[src/rtl/watch_mode_ctrl.sv]
// -----------------------------------------------------------------------------
// watch_mode_ctrl
//
// Button/mode sequencer for the watch/stopwatch pair. Sits between the button
// debouncers and the two counter datapaths: turns debounced button levels into
// single-cycle control pulses, runs the stopwatch run/stop state, and runs the
// watch time-set mode (field select, increment with auto-repeat, idle timeout,
// blink of the selected field).
//
// Ports
//   clk         system clock
//   reset       asynchronous, active-low reset
//   tick_100hz  one-clk pulse at 100 Hz from the watch timebase
//   sw_mode     mode switches; [1]=1 watch, [1]=0 stopwatch; [0] unused
//   btn_L       debounced level: stopwatch run/stop, watch field select
//   btn_R       debounced level: stopwatch clear, watch set enter/exit
//   btn_U       debounced level: watch increment of the selected field
//   sw_run      stopwatch run level
//   sw_clear    one-clk stopwatch clear pulse
//   inc_h       one-clk hour increment pulse
//   inc_m       one-clk minute increment pulse
//   inc_s       one-clk second increment pulse
//   set_active  high while the watch is in set mode
//   sel_field   selected field: 0 hour, 1 minute, 2 second
//   blink       display blink enable for the selected field
//
// All outputs are registered; a button rise shows up on the outputs in the
// cycle after the rise is sampled and pulses last exactly one cycle.
// -----------------------------------------------------------------------------
module watch_mode_ctrl #(
    parameter int REPEAT_DLY  = 50,
    parameter int REPEAT_PER  = 10,
    parameter int SET_TIMEOUT = 1000,
    parameter int BLINK_HALF  = 25
) (
    input  logic       clk,
    input  logic       reset,
    input  logic       tick_100hz,
    input  logic [1:0] sw_mode,
    input  logic       btn_L,
    input  logic       btn_R,
    input  logic       btn_U,
    output logic       sw_run,
    output logic       sw_clear,
    output logic       inc_h,
    output logic       inc_m,
    output logic       inc_s,
    output logic       set_active,
    output logic [1:0] sel_field,
    output logic       blink
);

    localparam int HOLD_W = $clog2(REPEAT_DLY) + 1;
    localparam int REP_W  = $clog2(REPEAT_PER) + 1;
    localparam int TO_W   = $clog2(SET_TIMEOUT) + 1;
    localparam int BL_W   = $clog2(BLINK_HALF) + 1;

    localparam logic [HOLD_W-1:0] HOLD_MAX = HOLD_W'(REPEAT_DLY);
    localparam logic [HOLD_W-1:0] HOLD_ONE = HOLD_W'(1);
    localparam logic [REP_W-1:0]  REP_MAX  = REP_W'(REPEAT_PER);
    localparam logic [REP_W-1:0]  REP_LAST = REP_W'(REPEAT_PER - 1);
    localparam logic [REP_W-1:0]  REP_ONE  = REP_W'(1);
    localparam logic [TO_W-1:0]   TO_MAX   = TO_W'(SET_TIMEOUT);
    localparam logic [TO_W-1:0]   TO_LAST  = TO_W'(SET_TIMEOUT - 1);
    localparam logic [TO_W-1:0]   TO_ONE   = TO_W'(1);
    localparam logic [BL_W-1:0]   BL_MAX   = BL_W'(BLINK_HALF);
    localparam logic [BL_W-1:0]   BL_LAST  = BL_W'(BLINK_HALF - 1);
    localparam logic [BL_W-1:0]   BL_ONE   = BL_W'(1);

    typedef enum logic {
        SW_STOP = 1'b0,
        SW_RUN  = 1'b1
    } sw_state_e;

    typedef enum logic {
        W_IDLE = 1'b0,
        W_SET  = 1'b1
    } w_state_e;

    // Saturating increments: every counter stops at its parameter value
    // instead of wrapping, even if the reload logic were ever bypassed.
    function automatic logic [HOLD_W-1:0] hold_sat_inc(input logic [HOLD_W-1:0] v);
        return (v == HOLD_MAX) ? v : v + HOLD_ONE;
    endfunction

    function automatic logic [REP_W-1:0] rep_sat_inc(input logic [REP_W-1:0] v);
        return (v == REP_MAX) ? v : v + REP_ONE;
    endfunction

    function automatic logic [TO_W-1:0] to_sat_inc(input logic [TO_W-1:0] v);
        return (v == TO_MAX) ? v : v + TO_ONE;
    endfunction

    function automatic logic [BL_W-1:0] bl_sat_inc(input logic [BL_W-1:0] v);
        return (v == BL_MAX) ? v : v + BL_ONE;
    endfunction

    // State and registered outputs
    sw_state_e         sw_st_q, sw_st_d;
    w_state_e          w_st_q, w_st_d;
    logic              btn_l_q, btn_r_q, btn_u_q;
    logic [1:0]        sel_q, sel_d;
    logic              blink_q, blink_d;
    logic              sw_clear_q, sw_clear_d;
    logic              inc_h_q, inc_h_d;
    logic              inc_m_q, inc_m_d;
    logic              inc_s_q, inc_s_d;
    logic [HOLD_W-1:0] hold_q, hold_d;
    logic [REP_W-1:0]  rep_q, rep_d;
    logic [TO_W-1:0]   to_q, to_d;
    logic [BL_W-1:0]   bcnt_q, bcnt_d;

    // Combinational helpers
    logic watch_mode;
    logic rise_l, rise_r, rise_u;
    logic acc_l, acc_r, acc_u;
    logic inc_fire;

    // sw_mode[0] belongs to other blocks on the board.
    logic unused_mode0;
    assign unused_mode0 = sw_mode[0];

    assign watch_mode = sw_mode[1];

    always_comb begin
        // Edge detect. The edge registers track the levels in both modes, so
        // a button held across a mode change never appears as a fresh rise.
        rise_l = btn_L & ~btn_l_q;
        rise_r = btn_R & ~btn_r_q;
        rise_u = btn_U & ~btn_u_q;

        // Simultaneous rises: R beats L beats U; losers are dropped.
        acc_r = rise_r;
        acc_l = rise_l & ~rise_r;
        acc_u = rise_u & ~rise_r & ~rise_l;

        sw_st_d    = sw_st_q;
        sw_clear_d = 1'b0;
        w_st_d     = w_st_q;
        sel_d      = sel_q;
        blink_d    = blink_q;
        hold_d     = hold_q;
        rep_d      = rep_q;
        to_d       = to_q;
        bcnt_d     = bcnt_q;
        inc_fire   = 1'b0;

        // Stopwatch control only reacts in stopwatch mode; its state is kept
        // otherwise so the stopwatch keeps running in the background.
        if (!watch_mode) begin
            if (acc_l) begin
                sw_st_d = (sw_st_q == SW_STOP) ? SW_RUN : SW_STOP;
            end else if (acc_r && (sw_st_q == SW_STOP)) begin
                sw_clear_d = 1'b1;
            end
        end

        if (w_st_q == W_IDLE) begin
            if (watch_mode && acc_r) begin
                w_st_d  = W_SET;
                sel_d   = 2'd0;
                blink_d = 1'b1;
                to_d    = '0;
                bcnt_d  = '0;
                hold_d  = '0;
                rep_d   = '0;
            end
        end else begin
            // Leaving watch mode drops out of set mode without an increment.
            if (!watch_mode || acc_r) begin
                w_st_d = W_IDLE;
            end else begin
                if (acc_l) begin
                    sel_d = (sel_q == 2'd2) ? 2'd0 : sel_q + 2'd1;
                end

                if (acc_u) begin
                    inc_fire = 1'b1;
                end

                // Auto-repeat: the hold counter runs up to REPEAT_DLY and
                // stays there; from then on the period counter reloads every
                // REPEAT_PER ticks. A field change does not touch either, so
                // pulses simply follow the new selection.
                if (btn_U) begin
                    if (tick_100hz) begin
                        if (hold_q != HOLD_MAX) begin
                            hold_d = hold_sat_inc(hold_q);
                            if (hold_d == HOLD_MAX) begin
                                inc_fire = 1'b1;
                            end
                        end else if (rep_q == REP_LAST) begin
                            rep_d    = '0;
                            inc_fire = 1'b1;
                        end else begin
                            rep_d = rep_sat_inc(rep_q);
                        end
                    end
                end else begin
                    hold_d = '0;
                    rep_d  = '0;
                end

                // Idle timeout: any accepted edge or a held U counts as
                // activity.
                if (acc_l || acc_u || btn_U) begin
                    to_d = '0;
                end else if (tick_100hz) begin
                    if (to_q == TO_LAST) begin
                        w_st_d = W_IDLE;
                    end else begin
                        to_d = to_sat_inc(to_q);
                    end
                end

                if (tick_100hz) begin
                    if (bcnt_q == BL_LAST) begin
                        bcnt_d  = '0;
                        blink_d = ~blink_q;
                    end else begin
                        bcnt_d = bl_sat_inc(bcnt_q);
                    end
                end
            end
        end

        // Whatever path leads to idle, blink is off and the set-mode counters
        // start from zero next time; sel_field is deliberately kept.
        if (w_st_d == W_IDLE) begin
            blink_d  = 1'b0;
            hold_d   = '0;
            rep_d    = '0;
            to_d     = '0;
            bcnt_d   = '0;
            inc_fire = 1'b0;
        end

        // Increments are steered by the selection in force this cycle.
        inc_h_d = inc_fire & (sel_q == 2'd0);
        inc_m_d = inc_fire & (sel_q == 2'd1);
        inc_s_d = inc_fire & (sel_q == 2'd2);
    end

    always_ff @(posedge clk or negedge reset) begin
        if (!reset) begin
            sw_st_q    <= SW_STOP;
            w_st_q     <= W_IDLE;
            btn_l_q    <= 1'b0;
            btn_r_q    <= 1'b0;
            btn_u_q    <= 1'b0;
            sel_q      <= 2'd0;
            blink_q    <= 1'b0;
            sw_clear_q <= 1'b0;
            inc_h_q    <= 1'b0;
            inc_m_q    <= 1'b0;
            inc_s_q    <= 1'b0;
            hold_q     <= '0;
            rep_q      <= '0;
            to_q       <= '0;
            bcnt_q     <= '0;
        end else begin
            sw_st_q    <= sw_st_d;
            w_st_q     <= w_st_d;
            btn_l_q    <= btn_L;
            btn_r_q    <= btn_R;
            btn_u_q    <= btn_U;
            sel_q      <= sel_d;
            blink_q    <= blink_d;
            sw_clear_q <= sw_clear_d;
            inc_h_q    <= inc_h_d;
            inc_m_q    <= inc_m_d;
            inc_s_q    <= inc_s_d;
            hold_q     <= hold_d;
            rep_q      <= rep_d;
            to_q       <= to_d;
            bcnt_q     <= bcnt_d;
        end
    end

    assign sw_run     = (sw_st_q == SW_RUN);
    assign set_active = (w_st_q == W_SET);
    assign sel_field  = sel_q;
    assign blink      = blink_q;
    assign sw_clear   = sw_clear_q;
    assign inc_h      = inc_h_q;
    assign inc_m      = inc_m_q;
    assign inc_s      = inc_s_q;

endmodule
[config.mk]
export PLATFORM = sky130hd
export DESIGN_NAME = watch_mode_ctrl
export DESIGN_NICKNAME = d
export VERILOG_FILES = /design/src/rtl/watch_mode_ctrl.sv
export SDC_FILE = /design/constraint.sdc
export NUM_CORES = 1
export LEC_CHECK = 0
export CAP_MARGIN = 20
export CORE_ASPECT_RATIO = 1.5
export CORE_MARGIN = 2
export CORE_UTILIZATION = 43
export CTS_CLUSTER_DIAMETER = 40
export DETAILED_ROUTE_END_ITERATION = 6
export GPL_TIMING_DRIVEN = 0
export HOLD_SLACK_MARGIN = 0.1
export PLACE_DENSITY = 0.62
export SLEW_MARGIN = 15
export SYNTH_ARGS = -nofsm -noshare
export SYNTH_HDL_FRONTEND = slang
export SYNTH_SLANG_ARGS = --single-unit
[constraint.sdc]
create_clock -name clk -period 2 [get_ports clk]
set_input_delay 0.3 -clock clk [delete_from_list [all_inputs] [get_ports clk]]
set_output_delay 0.3 -clock clk [all_outputs]
set_load 0.05 [all_outputs]
==> qor.yml, run 1 <==
grt-busiest-layer: "met2"
final_antenna_net_count: 0
period_minus_slack_ps: 1940
nNetsFinal: 293
numCtsBuffers: 5
die_y_um: 94.8
cp_data_arrival_time_ps: 2130
dp_hpwl_um: 3520
io-pin-count: 17
fill_cells: 520
via_count: 1837
max_freq_ghz: 0.516
grt_usage: 0.176
layout_commonest_cell: "dfrtp_1"
worstMarginPinSlew_ps: 519
grt_pass1_vias: 1833
regArea_um2: 1030
critPathLaunchType: "primary input"
synthesis.nets: 271
htree_levels: 2
portBuffers: 13
min_path_type: "in -> reg"
max_stage_delay_ps: 490
gp_congestion: 0.782
root_buffer: "clkbuf_8"
finalSetupViolations: 0
yosysWarningCount: 0
drt_wl_total_um: 4800
fin_worst_skew_ps: 12.3
gr-total-overflow: 0
wire_per_inst_um: 13.9
diodes: 0
area_delta_synth_final_pct: 16.1
status: "finished, final reports clean"
synth-edff-count: 0
p_total_mw: 1.89
antenna_found_initial: 0
grt_use_met1: 0.198
use_met3: 0.0358
syn_inst: 253
final_area_um2: 2740
synth_top_area_cell: "dfrtp_1"
yosys_register_bits: 41
core_um2: 5370
drcViolationCount: 0
dpl_cell_area_um2: 2600
maxCapViolations: 0
ir_drop_mv: 0.411
synthArstFlopShare: 1.00
vias_per_cell: 5.31
ys.flop_type: "dfrtp_1"
layout_common_cells: "dfrtp_1 (40), nor2_1 (31), nand2_1 (25)"
dieArea_um2: 6120
crit_path_cell_trace: "clkdlybuf4s50_1 -> nor2b_2 -> or4_4 -> buf_6 -> nand2b_4 -> nand2_2 -> mux2_2"
hold_viol: 0
placement_rows: 33
grt_max_degree: 32
post-cts-setup-buffers: 0
clkLatencyLatePin_ps: 300
max_slew_margin: 0.649
critPathTopFamily: "simple AND/OR/NAND/NOR gates"
clock-sinks: 41
crit_buf_inv: 2
clk_path_buf_depth: 2
drv_slew: 0
synth_cell_types: 53
dr.pass1.iters: 4
path_class: "in -> reg"
multi_input_area_um2: 1250
synthesis.area_um2: 2360
pwr_density_cell_nw_per_um2: 688
die_w_um: 64.5
drt_iter0_drc: 110
timing.critical_path.fanout_max: 10
avgSynthCellArea_um2: 9.34
seq_area_frac_synth: 0.434
p_leak_nw: 1.12
grtUsageMet2: 0.328
critical-path-slowest-cell: "or4_4"
fin_crit_sh: 0.969
rsz0062_at_grt: "true"
crit_required_ps: 2200
start_util: 0.440
grt_pass1_wl_um: 8380
setup.worst_path.end_class: "register"
synth_area_leaders: "dfrtp_1 (43%), ha_1 (5.3%), xor2_1 (5.2%)"
drive_gt1_frac: 0.120
synth_top_area_share: 0.434
cts_tree: "built"
clkTransAtPathRegs_ps: 90
[stage by stage]
stage | util | hold slack (ps) | setup WS [ps] | cells | setup TNS, ps
after floorplan | - | 4.41 | 17.6 | 253 | 0
after global placement | 0.481 | 480 | -683 | 336 | -23270
after detailed placement | 0.484 | 204 | -276 | 337 | -1920
after CTS | 0.507 | 227 | 51.0 | 346 | 0
after global routing | 0.511 | 239 | -37.4 | 346 | -43.5
final | 0.511 | 232 | 62.9 | 346 | 0
[Yosys cell counts (2+ instances only)]
master and number:
buf_2 2, dfrtp_1 41, a21oi_1 10, xnor2_1 4, nand2_1 26, o211ai_1 2, inv_1 12, o22ai_1 2
a21o_1 2, nand2b_4 2, or2_2 2, nand4_1 9, nor3b_1 2, ha_1 10, a22o_1 2, buf_6 2
nand3b_1 2, buf_1 2, o31ai_1 2, a31oi_1 3, o2111ai_1 3, nor3_1 7, xor2_1 14, or3_1 2
and2_1 2, and3_1 5, nand2b_1 3, nand3_1 7, buf_4 3, or4_4 2, nor2_1 31, o21ai_0 14
[repair_timing]
item / in CTS / in global routing
endpoints found under the hold margin: 10 / 0
setup endpoints to repair: 0 / 4
hold buffers: 1 / 0
resized for setup: 0 / 5
[layer usage]
layer	share of wire	routed length, µm	vias up
met3	0.028	134	5
met1	0.42	2030	887
met4	0.015	72	0
met2	0.53	2560	19
met5	0	0	-
li1	-	-	926
[registers in the layout, summed over array words and instances, names as in the netlist]
| signal | flops |
|---|---|
| bcnt_q | 6 |
| blink | 1 |
| btn_l_q | 1 |
| btn_r_q | 1 |
| btn_u_q | 1 |
| hold_q | 7 |
| inc_h | 1 |
| inc_m | 1 |
| inc_s | 1 |
| rep_q | 5 |
| sel_field | 2 |
| set_active | 1 |
| sw_clear | 1 |
| sw_run | 1 |
| to_q | 11 |
[logic make-up (layout without fill, tap and decap cells)]
kind of cell             after synthesis  in the layout  synth area share
buffers and inverters                 22             45            0.0471
AND/OR/NAND/NOR                      114            114             0.267
AO/OA/AOI/OAI                         46             46             0.121
multiplexers                           2              2            0.0111
flip-flops                            41             41             0.434
adder cells (fa/ha/maj)               10             10            0.0529
XOR/XNOR                              18             18            0.0667
[cell type report]
cell class | instances | area share
plain buffers | 10 | 0.0242
clock buffers | 7 | 0.0315
clock inverters | 1 | 0.0109
inverters | 12 | 0.0164
multi-input cells | 190 | 0.454
flip-flops and latches | 41 | 0.374
well taps | 70 | 0.0319
repair buffers | 15 | 0.0565
[where the power goes]
group	leakage (nW)	internal [mW]	switching [mW]
logic	0.510	0.0986	0.183
registers	0.555	0.859	0.0357
clock network	0.0585	0.408	0.305
total	1.12	1.37	0.523
[worst paths after layout]
path / start / to / slack [ps] / depth (start not counted)
max reg2reg: to_q[4] / to_q[2] / 100 / 5
min reg2reg: sw_run / sw_clear / 480 / 1
min: sw_mode[1] / sw_clear / 230 / 2
max in group asynchronous: reset / hold_q[2] / 1140 / 3
min in group asynchronous: reset / bcnt_q[2] / 400 / 2
max: btn_L / to_q[2] / 60 / 7
(Power assumes the default switching activity.)
==> run 2, diff against run 1 <==
--- a/config.mk
+++ b/config.mk
@@ -10,11 +10,12 @@
 export CORE_MARGIN = 2
 export CORE_UTILIZATION = 43
 export CTS_CLUSTER_DIAMETER = 40
+export CTS_CLUSTER_SIZE = 10
 export DETAILED_ROUTE_END_ITERATION = 6
 export GPL_TIMING_DRIVEN = 0
 export HOLD_SLACK_MARGIN = 0.1
 export PLACE_DENSITY = 0.62
-export SLEW_MARGIN = 15
+export SLEW_MARGIN = 20
 export SYNTH_ARGS = -nofsm -noshare
 export SYNTH_HDL_FRONTEND = slang
 export SYNTH_SLANG_ARGS = --single-unit
==> qor.yml, run 2 (synthesized netlist as in run 1, its figures left out) <==
status: "finished, final reports clean"
cts_tree: "built"
hold_viol: 0  # unchanged
cp_data_arrival_time_ps: 2140  # about the same
worstMarginPinSlew_ps: 519  # +0.306 ps
largest_reg_flops: 11  # unchanged
setup.worst_path.end_class: "register"
crit_path_cell_trace: "clkdlybuf4s50_1 -> nor2b_4 -> or4_4 -> buf_6 -> nand2b_4 -> nand2_1 -> mux2_2"
timing.critical_path.fanout_max: 10  # unchanged
drv_slew: 0  # unchanged
hold_start: "sw_mode[1]"
crit_buf_inv: 2  # unchanged
grt_pass1_wl_um: 8370  # about the same
path_class: "in -> reg"
r2r_end: "to_q[2]"
fin_worst_skew_ps: 15.2  # +2.88 ps
diodes: 0  # unchanged
placement_rows: 33  # unchanged
gp_congestion: 0.782  # unchanged
numCtsBuffers: 5  # unchanged
die_y_um: 94.8  # unchanged
critPathTopFamily: "simple AND/OR/NAND/NOR gates"
antenna_found_initial: 0  # unchanged
pwr_density_cell_nw_per_um2: 684  # -0.59%
worstHoldPathCells: 2  # unchanged
finalSetupViolations: 0  # unchanged
via_count: 1848  # +0.60%
drive_gt1_frac: 0.126  # +0.00679
die_w_um: 64.5  # unchanged
fin_crit_sh: 0.969  # about the same
drt_iter0_drc: 109  # -0.91%
portBuffers: 13  # unchanged
clock-sinks: 41  # unchanged
max_stage_delay_ps: 510  # +20 ps
max_slew_margin: 0.649  # about the same
gr-total-overflow: 0  # unchanged
final_cells: 347  # +0.29%
period_minus_slack_ps: 1940  # +1.43 ps
clkLatencyLatePin_ps: 300  # about the same
vias_per_cell: 5.33  # +0.31%
wire_per_inst_um: 14.0  # +0.65%
rrSetupSlack_ps: 100  # about the same
dr.pass1.iters: 4  # unchanged
p_leak_nw: 1.14  # +1.3%
grt_pass1_vias: 1826  # -0.38%
fin_util: 0.516  # +0.00443
clk_path_buf_depth: 2  # unchanged
layout_common_cells: "dfrtp_1 (40), nor2_1 (31), nand2_1 (26)"
ir_drop_mv: 0.388  # -5.6%
min_path_type: "in -> reg"
reg_top3: "to_q: 11 flops, hold_q: 7 flops, bcnt_q: 6 flops"
final_antenna_net_count: 0  # unchanged
core_um2: 5370  # unchanged
grt_usage: 0.175  # -0.00125
dp_hpwl_um: 3490  # -0.70%
htree_levels: 2  # unchanged
crit_required_ps: 2200  # about the same
largest_register: "to_q"
r2r_cells: 5  # unchanged
max_freq_ghz: 0.516  # about the same
r2r_start: "to_q[4]"
start_util: 0.440  # unchanged
critical-path-slowest-cell: "or4_4"
clkTransAtPathRegs_ps: 100  # about the same
grt_max_degree: 32  # unchanged
dieArea_um2: 6120  # unchanged
maxCapViolations: 0  # unchanged
root_buffer: "clkbuf_8"
drt_wl_total_um: 4840  # +0.94%
critPathLaunchType: "primary input"
place_inst: 337  # unchanged
layout_commonest_cell: "dfrtp_1"
io-pin-count: 17  # unchanged
nNetsFinal: 294  # +0.34%
area_delta_synth_final_pct: 17.1
drcViolationCount: 0  # unchanged
hold_end: "sw_clear"
run 2: cell count changes in the layout (fill, tap and decap cells not counted), sizes merged:
cell	before	now
clkbuf	8	7
clkdlybuf4s50	12	11
dlymetal6s2s	0	1
buf	11	12
clkinvlp	0	1
run 2: repair_timing:
item / in CTS / in global routing
setup buffers: 0 / 1
hold buffers: 1 / 0
hold endpoints to repair: 10 / 0
resized for setup: 0 / 7
endpoints found under the setup margin: 0 / 4
run 2: where the power goes:
group	leakage [nW]	internal, mW	total [mW]	switching [mW]
Combinational	0.526	0.0984	0.281	0.182
Clock	0.0574	0.406	0.716	0.310
Sequential	0.555	0.859	0.897	0.0374
Total	1.14	1.36	1.89	0.530
run 2: worst max path at each step:
stage	startpoint	to	slack, ps	depth (start not counted)
global route	btn_L	to_q[2]	-0.009	7
finish	btn_R	to_q[2]	60	7
CTS	sel_field[0]	sel_field[0]	50	1
floorplan	set_active	to_q[2]	20	7
detailed placement	btn_L	to_q[2]	-280	7
global placement	reset	set_active	-680	1
run 2: worst register-to-register path, cell delays in order (launching register included):
cell       delay, ps
dfrtp_1          430
nand4bb_1        270
o41ai_1          550
nand2b_4         120
nand2_1          110
mux2_2           330
run 2: per-stage QoR:
step	setup slack (ps)	hold slack, ps	power [mW]	TNS [ps]	area (µm²)
2_1_floorplan	17.6	4.41	1.08	0	2360
4_1_cts	51.5	220	1.91	0	2730
6_report	61.5	220	1.89	0	2770
5_1_grt	-0.00866	241	1.96	-0.00866	2770
3_3_place_gp	-683	480	1.19	-23270	2580
3_5_place_dp	-276	204	1.19	-1890	2600
run 2: layout make-up:
| cell class | count | area (µm²) |
|---|---|---|
| well taps | 70 | 87.6 |
| multi-input cells | 190 | 1250 |
| inverters | 12 | 45.0 |
| plain buffers | 10 | 67.6 |
| clock buffers | 6 | 82.6 |
| clock inverters | 2 | 37.5 |
| flip-flops and latches | 41 | 1030 |
| repair buffers | 16 | 165 |
| fillers | 506 | 2600 |
run 2: metal layers:
metal  vias up  global-route usage  wire length, µm
li1        930                   -                -
met1       888               0.205             2110
met2        23               0.319             2530
met3         7              0.0310              113
met4         0              0.0585               88
met5         -                   0                0
==> variant 1: new RTL, settings of run 1 <==
`BLINK_HALF`: 25 -> 50.
--- a/src/rtl/watch_mode_ctrl.sv
+++ b/src/rtl/watch_mode_ctrl.sv
@@ -31,7 +31,7 @@
     parameter int REPEAT_DLY  = 50,
     parameter int REPEAT_PER  = 10,
     parameter int SET_TIMEOUT = 1000,
-    parameter int BLINK_HALF  = 25
+    parameter int BLINK_HALF  = 50
 ) (
     input  logic       clk,
     input  logic       reset,
Check against the original RTL: no difference found for any inputs over 4 cycles, from zero or initial values and one cycle with reset low; that may be too few to reach the edited logic, so the function may still have changed.
==> variant 1 against run 1 <==
  * Hold slack improved by 130 ps
  * Sequential cell count increased by 1
  * Routed wire length decreased by 1.7%
  * Core utilization grew 2.8 points
  * Combinational power decreased by 13%
  * Sequential share of layout area up 0.13 points
  * Total power fell by 4.9%
  * Worst setup slack worse by 3.4 ps
  * Synthesized area down 1.2%
  * Non-clock buffer count increased by 3
  * Cell area increased by 2.3%
  * Critical path type is now flop to flop
==> variant 1: results (changes against run 1) <==
- Fraction of layout cells with a size suffix above 1: 0.130 (+0.0109)
- Post-synthesis sequential area ratio: 0.450 (+0.0161)
- VDD IR-drop max: 316 µV (-23%)
- Pre-CTS WS: -458 ps (-182 ps)
- FILL cells: 475 (-8.7%)
- Syn nets: 263 (-3.0%)
- Worst relative slew slack: 0.558 (-0.0913)
- Status: completed
- Final cell count without fillers: 344 (-0.58%)
- Worst-path clk slew: about 80 ps
- Largest net degree at the start of global routing: 26 (-19%)
- Leak: 1.12 nW (-0.39%)
- Biggest regs: to_q x11, bcnt_q x7, hold_q x7
- GPL Wtd Cong: 0.825 (+5.5%)
- I/O Buffers: 14 (+1)
- Worst hold path class: input pin to flop
- Top cells by count, synth: dfrtp_1 (42), nor2_1 (33), nand2_1 (17)
- DR WL/cell: 13.7 µm (-1.1%)
- # nets final: 293 (unchanged)
- Syn_area_per_cell: 9.53 µm² (+2.0%)
- WP data arrival: 2160 ps (+30 ps)
- Synth warnings: 0 (unchanged)
- Initial DRC count: 56 (-49%)
- Ant diodes: 0 (unchanged)
- Most frequent cell after synthesis: dfrtp_1
- Post-synth ARST share: 1.00 (unchanged)
- Placed inst area: 2570 µm² (-0.87%)
- Cell variety after synth: 48 (-9.4%)
- GRT Resource Usage Total: 0.169 (-0.00684)
- Cell Count Post-Placement: 328 (-2.7%)
- Post-DP HPWL: 3.48 mm (-1.1%)
- Mean number of vias per cell: 5.53 (+4.1%)
- H-tree depth: 2 (unchanged)
- Vias in the first global route: 1838 (+0.27%)
- Clock latency at the later pin of the worst-skew pair: between 200 and 300 ps
- Initial antenna violation count: 0 (unchanged)
- Cts bufs inserted: 5 (unchanged)
- CTS Buffer Depth: 2 (unchanged)
- First-pass GRT wire length: 8.25 mm (-1.5%)
- Clock root buffer: clkbuf_8
- TritonRoute pass-1 iters: 4 (unchanged)
- Critical Path Fanout Max: 5 (-5)
- Clock Skew: 8.66 ps (-3.65 ps)
- Synth top area cells: dfrtp_1 (45%), ha_1 (5.4%), nor2_1 (5.3%)
variant 1: path summary, 6_finish.rpt:
kind	startpoint	to	slack, ps	cells after the start
min in group asynchronous	reset	hold_q[2]$_DFFE_PN0P_	470	2
max in group asynchronous	reset	to_q[4]$_DFFE_PN0P_	1040	3
max reg2reg	hold_q[2]$_DFFE_PN0P_	rep_q[3]$_DFFE_PN0P_	60	4
min	sw_mode[1]	set_active$_DFF_PN0_	370	2
min reg2reg	sw_run$_DFFE_PN0P_	sw_clear$_DFF_PN0_	480	1
max	hold_q[2]$_DFFE_PN0P_	rep_q[3]$_DFFE_PN0P_	60	4
variant 1: kinds of logic after synthesis:
kind of cell    count (synthesis)  share of synthesized area
compound gates                 36                      0.102
xor+xnor                       21                     0.0788
fa+ha+maj                      10                     0.0536
buf+inv                        16                     0.0257
flops                          42                      0.450
mux                             5                     0.0230
simple gates                  115                      0.266
variant 1: what timing repair did:
item | in CTS | in global routing
pin swaps | 2 | 3
resized for setup | 11 | 11
hold buffers | 1 | 0
gates cloned | 0 | 0
buffers inserted | 4 | 3
setup endpoints to repair | 24 | 20
endpoints found under the hold margin | 17 | 0
variant 1: stage by stage:
stage          setup TNS, ps  hold slack, ps
2_1_floorplan              0            4.41
3_3_place_gp          -32440             472
3_5_place_dp          -10020             263
4_1_cts                    0             353
5_1_grt                 -121             378
6_report                   0             366
variant 1: layout make-up:
type,instances,area [µm²],share of cell area
plain buffers,5,25.0,0.00891
multi-input cells,187,1280,0.455
clock inverters,1,30.0,0.0107
flip-flops and latches,42,1050,0.376
well taps,68,85.1,0.0303
inverters,11,41.3,0.0147
clock buffers,7,76.3,0.0272
repair buffers,23,216,0.0771
variant 1: per-layer routing:
layer | GRT usage | vias to the layer above | share of wire
met1 | 0.197 | 942 | 0.43
li1 | - | 927 | -
met4 | 0.0461 | 0 | 0.011
met5 | 0 | - | 0
met2 | 0.315 | 26 | 0.54
met3 | 0.0288 | 7 | 0.020
variant 1: worst max-delay path, stage by stage (launching register included):
cell and delay [ps]:
dfrtp_1 440, or3b_4 450, or4_4 490, or3_1 350, a21oi_1 140
variant 1: power by group:
part           switching [mW]  internal (mW)
sequential             0.0273          0.875
combinational           0.159         0.0859
clock                   0.275          0.374
==> variant 2: new RTL, flow settings as in run 1 <==
Without the edit above. Register the input `sw_mode` before use, with the module's reset. The logic sees it one clock later. The other inputs are not delayed to match.
--- a/src/rtl/watch_mode_ctrl.sv
+++ b/src/rtl/watch_mode_ctrl.sv
@@ -77,6 +77,16 @@
         W_SET  = 1'b1
     } w_state_e;
 
+    logic [1:0] sw_mode_q;
+
+    always_ff @(posedge clk or negedge reset) begin
+        if (!reset) begin
+            sw_mode_q <= '0;
+        end else begin
+            sw_mode_q <= sw_mode;
+        end
+    end
+
     // Saturating increments: every counter stops at its parameter value
     // instead of wrapping, even if the reload logic were ever bypassed.
     function automatic logic [HOLD_W-1:0] hold_sat_inc(input logic [HOLD_W-1:0] v);
@@ -118,9 +128,9 @@
 
     // sw_mode[0] belongs to other blocks on the board.
     logic unused_mode0;
-    assign unused_mode0 = sw_mode[0];
-
-    assign watch_mode = sw_mode[1];
+    assign unused_mode0 = sw_mode_q[0];
+
+    assign watch_mode = sw_mode_q[1];
 
     always_comb begin
         // Edge detect. The edge registers track the levels in both modes, so
Formal check against the unedited RTL: not equivalent (Yosys sat finds a counterexample within 4 cycles, from zero or initial values and one cycle with reset low).
==> variant 2 against run 1 <==
  * Routed wire length increased by 24%
  * Sequential cell count grew 1
  * Total power down 6.2%
  * First-iteration DRC count is 3.6% higher
  * Cell area is 14% higher
  * Worst setup slack worse by 62 ps
  * Synthesized area grew 2.2%
  * Critical endpoint is now to_q[10]$_DFFE_PN0P_
  * Largest cell class unchanged
==> variant 2: results (changes against run 1) <==
- Status: completed
- Leak: 1.28 nW (+13%)
- Top cells by count, synth: dfrtp_1 (42), nand2_1 (29), o21ai_0 (18)
- Cell Count Post-Placement: 348 (+3.3%)
- Synth top area cells: dfrtp_1 (44%), ha_1 (5.2%), nand2_1 (4.5%)
- I/O Buffers: 15 (+2)
- TritonRoute pass-1 iters: 4 (unchanged)
- Post-Route WL: 5.93 mm (+24%)
- Synth warnings: 0 (unchanged)
- GPL Wtd Cong: 0.756 (-3.2%)
- Pre-CTS WS: -702 ps (-425 ps)
- Critical path type: flop to flop
- Post-DP HPWL: 4.10 mm (+16%)
- Initial DRC count: 114 (+3.6%)
- Largest net degree at the start of global routing: 23 (-28%)
- Worst hold start: btn_R
- GRT Resource Usage Total: 0.207 (+0.0312)
- Adder-cell share of the synthesized area: 0.0518 (-0.00112)
- R2R cell count: 6 (+1)
- Xor/xnor share of the synthesized area: 0.0290 (-0.0377)
- VDD IR-drop max: 303 µV (-26%)
- Routed via count: 2099 (+14%)
- Critical Path Slowest Stage Cell: or4_4
- R2R Path End: to_q[10]$_DFFE_PN0P_
- Fraction of layout cells with a size suffix above 1: 0.250 (+0.130)
- Hold path endpoint: btn_r_q$_DFF_PN0_
- Switching Share: 0.303 (+0.0260)
- Syn nets: 280 (+3.3%)
- R2R Setup Slk: 1 ps (-100 ps)
- Hold Path Stages: 1 (-1)
- Cell variety after synth: 52 (-1.9%)
- Post-synth ARST share: 1.00 (unchanged)
- Clock Skew: 9.33 ps (-2.98 ps)
- DR WL/cell: 15.8 µm (+14%)
- Reg-to-reg critical path startpoint: set_active$_DFF_PN0_
- Syn_area_per_cell: 9.22 µm² (-1.3%)
- First-pass GRT wire length: 9.90 mm (+18%)
- Synth Area in Compound Gates: 0.183 (+0.0617)
- # nets final: 321 (+9.6%)
- Final Hold Slack: 285 ps (+52.9 ps)
- Critical Path Fanout Max: 5 (-5)
- WP data arrival: 2250 ps (+120 ps)
- Post-synthesis sequential area ratio: 0.435 (+0.00114)
- Worst-Margin Slew: 574 ps (+54.7 ps)
- Mux cell area share after synthesis: 0.00415 (-0.00697)
[variant 2: kinds of logic (layout without fill, tap and decap cells)]
logic type	after synthesis	in the layout
buffers and inverters	25	67
xor gates and xnor gates	8	8
adders and majority gates	10	10
DFF	42	42
and+or+nand+nor	111	111
AOI/OAI and AO/OA	65	65
muxes	1	1
[variant 2: what timing repair did]
action	CTS	global route
endpoints found under the setup margin	26	19
pin swaps	9	12
setup buffers	13	8
gates resized for setup	29	26
hold endpoints to repair	21	0
hold buffers	1	0
[variant 2: per-layer routing]
metal	global-route usage	share of wire
met1	0.225	0.40
met3	0.0316	0.019
met2	0.393	0.56
met5	0	0
met4	0.0885	0.018
[variant 2: power groups by stage]
stage | clock network [mW] | logic (mW) | registers, mW
4_1_cts | 0.597 | 0.280 | 0.910
3_3_place_gp | 0 | 0.255 | 0.924
5_1_grt | 0.632 | 0.303 | 0.916
6_report | 0.579 | 0.284 | 0.909
3_5_place_dp | 0 | 0.262 | 0.925
2_1_floorplan | 0 | 0.0767 | 1.00
[variant 2: through the flow]
| stage | area (µm²) | utilization | setup TNS (ps) |
|---|---|---|---|
| floorplan | 2440 | - | -644 |
| global placement | 2680 | 0.491 | -37620 |
| detailed placement | 2700 | 0.495 | -14220 |
| CTS | 3000 | 0.550 | -14.1 |
| global route | 3140 | 0.576 | -303 |
| finish | 3140 | 0.576 | 0 |
[variant 2: area by class of cell]
class	count	area (µm²)
Multi-Input combinational cell	195	1440
Clock buffer	5	68.8
Timing Repair Buffer	38	357
Clock inverter	3	25.0
Inverter	16	60.1
Fill cell	521	2310
Buffer	5	46.3
Sequential cell	42	1050
Tap cell	70	87.6
